### src/rtl/adder_unit.sv
// WIDTH-bit adder: zero-latency combinational sum plus a one-cycle registered
// result path carrying sum, carry, signed-overflow and zero flags.
module adder_unit #(
    parameter int WIDTH = 8
) (
    input  logic             clk,
    input  logic             rst,
    input  logic [WIDTH-1:0] a,
    input  logic [WIDTH-1:0] b,
    output logic [WIDTH-1:0] y,
    input  logic             in_valid,
    output logic [WIDTH-1:0] y_q,
    output logic             cout_q,
    output logic             ovf_q,
    output logic             zero_q,
    output logic             valid_q
);

    logic [WIDTH:0]   s;
    logic [WIDTH-1:0] sum;
    logic             cout;
    logic             ovf;
    logic             zero;

    always_comb begin
        s    = {1'b0, a} + {1'b0, b};
        sum  = s[WIDTH-1:0];
        cout = s[WIDTH];
        // Overflow only when both operands share a sign that the result lacks.
        ovf  = (a[WIDTH-1] == b[WIDTH-1]) && (sum[WIDTH-1] != a[WIDTH-1]);
        zero = (sum == '0);
    end

    assign y = sum;

    always_ff @(posedge clk or posedge rst) begin
        if (rst) begin
            y_q     <= '0;
            cout_q  <= 1'b0;
            ovf_q   <= 1'b0;
            zero_q  <= 1'b0;
            valid_q <= 1'b0;
        end else begin
            valid_q <= in_valid;
            if (in_valid) begin
                y_q    <= sum;
                cout_q <= cout;
                ovf_q  <= ovf;
                zero_q <= zero;
            end
        end
    end

endmodule

### config.mk
export PLATFORM = sky130hd
export DESIGN_NAME = adder_unit
export DESIGN_NICKNAME = d
export VERILOG_FILES = /design/src/rtl/adder_unit.sv
export SDC_FILE = /design/constraint.sdc
export NUM_CORES = 1
export LEC_CHECK = 0
export CAP_MARGIN = 20
export CORE_AREA = 2 2 50 52
export CTS_BUF_LIST = sky130_fd_sc_hd__clkbuf_8
export DETAILED_ROUTE_END_ITERATION = 7
export DIE_AREA = 0 0 52 54
export PLACE_DENSITY = 0.75
export SLEW_MARGIN = 20
export SYNTH_ARGS = -nofsm -noshare
export SYNTH_HDL_FRONTEND = slang
export SYNTH_SLANG_ARGS = --single-unit
### constraint.sdc
create_clock -name clk -period 2.8 [get_ports clk]
set_input_delay 0.28 -clock clk [delete_from_list [all_inputs] [get_ports clk]]
set_output_delay 0.28 -clock clk [all_outputs]
set_load 0.02 [all_outputs]
==> results of run 1 <==
worst paths after layout:
path | slack (ps) | end | depth (start not counted) | from
min in group clk | 500 | y_q[6] | 1 | y_q[6]
hold / removal | 340 | y_q[5] | 2 | rst
setup reg to reg | 2050 | y_q[4] | 1 | y_q[4]
max in group asynchronous | 2170 | y_q[7] | 2 | rst
setup / recovery | 200 | y[6] | 9 | a[0]
hold reg to reg | 500 | y_q[6] | 1 | y_q[6]
area by class of cell:
type / count / area share [%]
multi-input combinational: 61 / 35.00
sequential: 12 / 21.82
tap: 30 / 2.727
timing repair buffer: 50 / 34.55
clock buffer: 4 / 4.000
inverter: 7 / 1.909
through the flow:
stage	setup WS, ps	std cells
2_1_floorplan	615.6	89
3_3_place_gp	-47.83	160
3_5_place_dp	-88.99	160
4_1_cts	8.290	164
5_1_grt	42.40	164
6_report	197.9	164
power by group through the flow:
stage / logic, uW / clock network, uW / registers, uW
finish: 337 / 182 / 219
global route: 365 / 199 / 224
detailed placement: 347 / 0 / 222
floorplan: 160 / 0 / 258
CTS: 344 / 188 / 220
global placement: 342 / 0 / 221
per-layer routing:
layer  up-vias  part of all wire [%]  track usage [%]
li1        399                     -                -
met1       341                    45            19.10
met2        26                    48            27.64
met3         0                   6.5            4.722
met4         0                     0            3.947
met5         -                     0                0
cells in the mapped netlist (2+ instances only):
master,n
a21oi_1,4
o22ai_1,2
inv_1,7
ha_1,8
nor2_1,11
mux2_2,7
dfrtp_1,12
o21ai_0,3
nand2b_1,3
buf_4,8
xnor2_1,2
xor2_1,2
critical path: stages:
cell	delay, ps
clkdlybuf4s50_1	460
ha_1	160
inv_1	50
fa_1	380
nor2b_1	170
o31ai_1	110
a21oi_1	160
xor2_1	190
dlygate4sd2_1	350
logic make-up after synthesis:
| kind of cell | after synthesis |
|---|---|
| buffers and inverters | 16 |
| muxes | 7 |
| and+or+nand+nor | 22 |
| DFF | 12 |
| xor gates and xnor gates | 4 |
| adders and majority gates | 9 |
| AOI/OAI and AO/OA | 19 |
layout by cell type (no fill, tap or decap), types with 2 or more instances in the layout:
| cell type | Yosys | layout |
|---|---|---|
| inv_1 | 7 | 7 |
| nand2b_1 | 3 | 3 |
| dlygate4sd2_1 | 0 | 2 |
| dlymetal6s2s_1 | 0 | 3 |
| buf_4 | 8 | 12 |
| clkbuf_8 | 0 | 4 |
| dfrtp_1 | 12 | 12 |
| a21oi_1 | 4 | 4 |
| xor2_1 | 2 | 2 |
| o22ai_1 | 2 | 2 |
| ha_1 | 8 | 8 |
| mux2_2 | 7 | 7 |
| clkdlybuf4s50_1 | 0 | 33 |
| xnor2_1 | 2 | 2 |
| o21ai_0 | 3 | 3 |
| nor2_1 | 11 | 11 |
state kept, by name (all words and copies together), names as in the netlist:
register and flops:
zero_q 1, y_q 8, cout_q 1, valid_q 1, ovf_q 1
==> impl_metrics.toml, run 1 <==
[synthesis]
synth_top_family_by_area = "compound AO/OA/AOI/OAI gates"
synth.largest_area_cell = "dfrtp_1"
synth-xor-area-share_pct = 4.017
synth.distinct_cells = 32
synth_seq_cells = 12
ys.flop_type = "dfrtp_1"
syn_nets = 117
ys_warn_count = 0
synthSimpleGateAreaFrac_pct = 13.63
synth_edf_count = 0
synth-adder-area-share_pct = 13.77
seq_area_frac_synth_pct = 34.43
synth_area_um2 = 872.1
synth_top_cell_area_share_pct = 34.43
synth_compound_area_share_pct = 14.78
synthCells = 89
synthArstFlopShare_pct = 100.0
netlist_top_cells_area = "dfrtp_1, ha_1, mux2_2"
muxShareOfSynthArea_pct = 9.039
synth.avg_cell_area_um2 = 9.799

[route]
drt_iter0_drc = 6
routed_wl_um = 1826
drc = 0
ant_nets = 0
avgRoutedWirePerCell_um = 11.13
drt-vias-per-instance = 4.671
num_vias = 766
first_pass_iters = 3

[power_and_ir_drop]
power_frac_comb_pct = 45.7
p_leak_uw = 0.0006276
p_sw_uw = 231.4
total_power_uw = 737.0
switching_share_pct = 31.40
peakVddDrop_mv = 0.5295
pwr-share-clk_pct = 24.6
pwr-share-seq_pct = 29.7
power.density_nw_per_um2 = 535.5
internal_power_uw = 505.6

[setup_path]
crit_required_ps = 2520
worstPathArrival_ps = 2320
critical_path_class = "input port to output pin"
startpoint_type = "input port"
path_max_fanout = 2
cp-end-kind = "output pin"

[cts]
clock-sinks = 12
clock_latency_ps = 240
numCtsBuffers = 3
cts-resized-gates = 2
cts_tree = "built"
cts-root-buf = "clkbuf_8"
htreeDepth = 1
cts.path.max_buffers = 2
ctsHoldBuffers = 0
post_cts_buffers = 0
clk_pin_slew_ps = 50

[placement]
place.gp.congestion = 0.7885
io_buffers = 38
dp_hpwl_um = 1549
placed_area_um2 = 1316

[finish]
multi_input_area_um2 = 481.7
design_area_um2 = 1376
num-fill-cells = 206
finish.utilization_pct = 59.33
syn_to_final_growth_pct = 57.82
layout.nets = 163
regArea_um2 = 300.3
drive_gt1_share_pct = 18.66
antennaDiodeCount = 0

[global_routing]
grt_pass1_vias = 788
grt_first_pass_wirelength_um = 3332
grt_max_degree = 16
grt_overflow = 0
antenna_found_initial = 0
track_usage_pct = 15.85

[sta]
fmax_ghz = 0.3843
whs_ps = 336.8
min_period_ps = 2602
rsz0062_at_grt = "false"
layout_worst_path_cycle_share_pct = 92.93
tightest_slew_ps = 426.5
setup-violations-final = 0
maxSlewHeadroom_pct = 71.53
tns_ps = 0
skew_ps = 0
hold_viol = 0
finalMaxSlewViolations = 0

[floorplanning]
io_pins = 39
die_w_um = 52
core_area_um2 = 2320
start_util_pct = 37.59
fp.dieH_um = 54
row_count = 18
dieArea_um2 = 2808

[run]
maxCapViolCount = 0

[worst_hold_path]
hold_path_class = "input port to asynchronous set/reset pin"

[outcome]
status = "finished, final reports clean"
(Power assumes the default switching activity.)
==> run 2, diff against run 1 <==
Clock period 2.8 ns to 2.89 ns, I/O delays scaled along.
==> run 2 against run 1 <==
Net effect: die area did not move; routed wire length fell by 1.3%; total power fell by 4.2%; final area fell by 2.5%; largest cell class unchanged; critical path type unchanged; largest power group unchanged; sequential share of layout area rose by 0.57 points; combinational power fell by 5.9%; utilization fell by 1.5 points; clock skew did not move; highest routed layer is now met4; critical path depth fell by 2.
==> impl_metrics.toml, run 2 (same netlist as run 1, synthesis figures left out) <==
[outcome]
status = "finished, final reports clean"

[cts]
clock_latency_ps = 230
htreeDepth = 1
cts-root-buf = "clkbuf_8"
post_cts_buffers = 0
cts_tree = "built"
numCtsBuffers = 3
clk_pin_slew_ps = 50
cts.path.max_buffers = 2
clock-sinks = 12

[finish]
syn_to_final_growth_pct = 53.80
design_area_um2 = 1341
regMostFlops = "y_q"
antennaDiodeCount = 0
drive_gt1_share_pct = 16.15
layout.nets = 159
final_common_cell = "clkdlybuf4s50_1"
largest_reg_flops = 8
final_cell_mix = "clkdlybuf4s50_1, dfrtp_1, nor2_1, ha_1, buf_4"

[global_routing]
grt_max_degree = 17
grt_overflow = 0
track_usage_pct = 14.75
grt_pass1_vias = 741
grt_first_pass_wirelength_um = 3077
antenna_found_initial = 0

[placement]
placed_area_um2 = 1286
io_buffers = 38
dp_hpwl_um = 1502
place.gp.congestion = 0.7937

[sta]
setup-violations-final = 0
skew_ps = 0
finalMaxSlewViolations = 0
maxSlewHeadroom_pct = 70.22
tightest_slew_ps = 446.2
rsz0062_at_grt = "false"
whs_ps = 352.3
layout_worst_path_cycle_share_pct = 93.57
fmax_ghz = 0.3698
min_period_ps = 2704
hold_viol = 0

[setup_path]
reg2reg_slack_ps = 2140
crit_required_ps = 2600
worstPathArrival_ps = 2420
cp-end-kind = "output pin"
critical_path_class = "input port to output pin"
startpoint_type = "input port"
r2r_start = "y_q[4]"
startpoint = "a[0]"
path_max_fanout = 3

[floorplanning]
fp.dieH_um = 54
die_w_um = 52
start_util_pct = 37.59
core_area_um2 = 2320
row_count = 18
dieArea_um2 = 2808
io_pins = 39

[route]
routed_wl_um = 1803
drt-vias-per-instance = 4.819
avgRoutedWirePerCell_um = 11.27
drt_iter0_drc = 6
num_vias = 771
ant_nets = 0
first_pass_iters = 4
drc = 0

[power_and_ir_drop]
power.density_nw_per_um2 = 526.6
peakVddDrop_mv = 0.5310
p_leak_uw = 0.0005905

[worst_hold_path]
hold_path_class = "input port to asynchronous set/reset pin"

[run]
maxCapViolCount = 0
==> run 2: worst paths after layout <==
kind,to,cells past startpoint
setup / recovery,y[2],7
hold / removal,y_q[0],2
setup reg to reg,y_q[4],1
hold reg to reg,y_q[6],1
max in group asynchronous,zero_q,2
min in group clk,y_q[6],1
==> run 2: final cells by class <==
cell class | instances | area, um2
clock buffer | 4 | 55.05
fill | 233 | 978.4
inverter | 7 | 26.28
multi-input combinational | 61 | 481.7
sequential | 12 | 300.3
tap | 30 | 37.54
timing repair buffer | 46 | 440.4
==> run 2: worst max-delay path, cell delays in order <==
cell	delay (ps)
clkdlybuf4s50_1	460
ha_1	170
inv_1	60
fa_1	380
buf_4	150
xnor2_1	250
clkdlybuf4s50_1	660
==> run 2: report_power, final <==
part / switching, uW / internal [uW] / total (uW)
clock network: 57.2 / 120 / 177
logic: 152 / 165 / 317
registers: 14.6 / 197 / 212
total: 224 / 483 / 706
==> run 2: routing by layer <==
metal | global-route usage (%) | up-vias | share of wire, %
li1 | - | 391 | -
met1 | 17.30 | 350 | 44
met2 | 26.37 | 28 | 49
met3 | 4.167 | 2 | 6.5
met4 | 3.947 | 0 | 0.55
met5 | 0 | - | 0
==> run 2: repair_timing <==
| action | in CTS | in global routing |
|---|---|---|
| endpoints found under the setup margin | 2 | 1 |
| gates resized for setup | 2 | 1 |
| gates cloned | 0 | 0 |
| hold buffers | 0 | 0 |
==> run 2: per-stage QoR <==
stage	utilization (%)	cells	setup TNS, ps	setup slack [ps]	total power, uW
floorplan	-	89	0	696.6	405.6
global placement	55.45	156	0	28.83	535.7
detailed placement	55.45	156	-43.08	-35.60	540.6
CTS	57.71	160	0	88.55	721.1
global route	57.82	160	0	52.52	756.9
finish	57.82	160	0	185.9	706.3
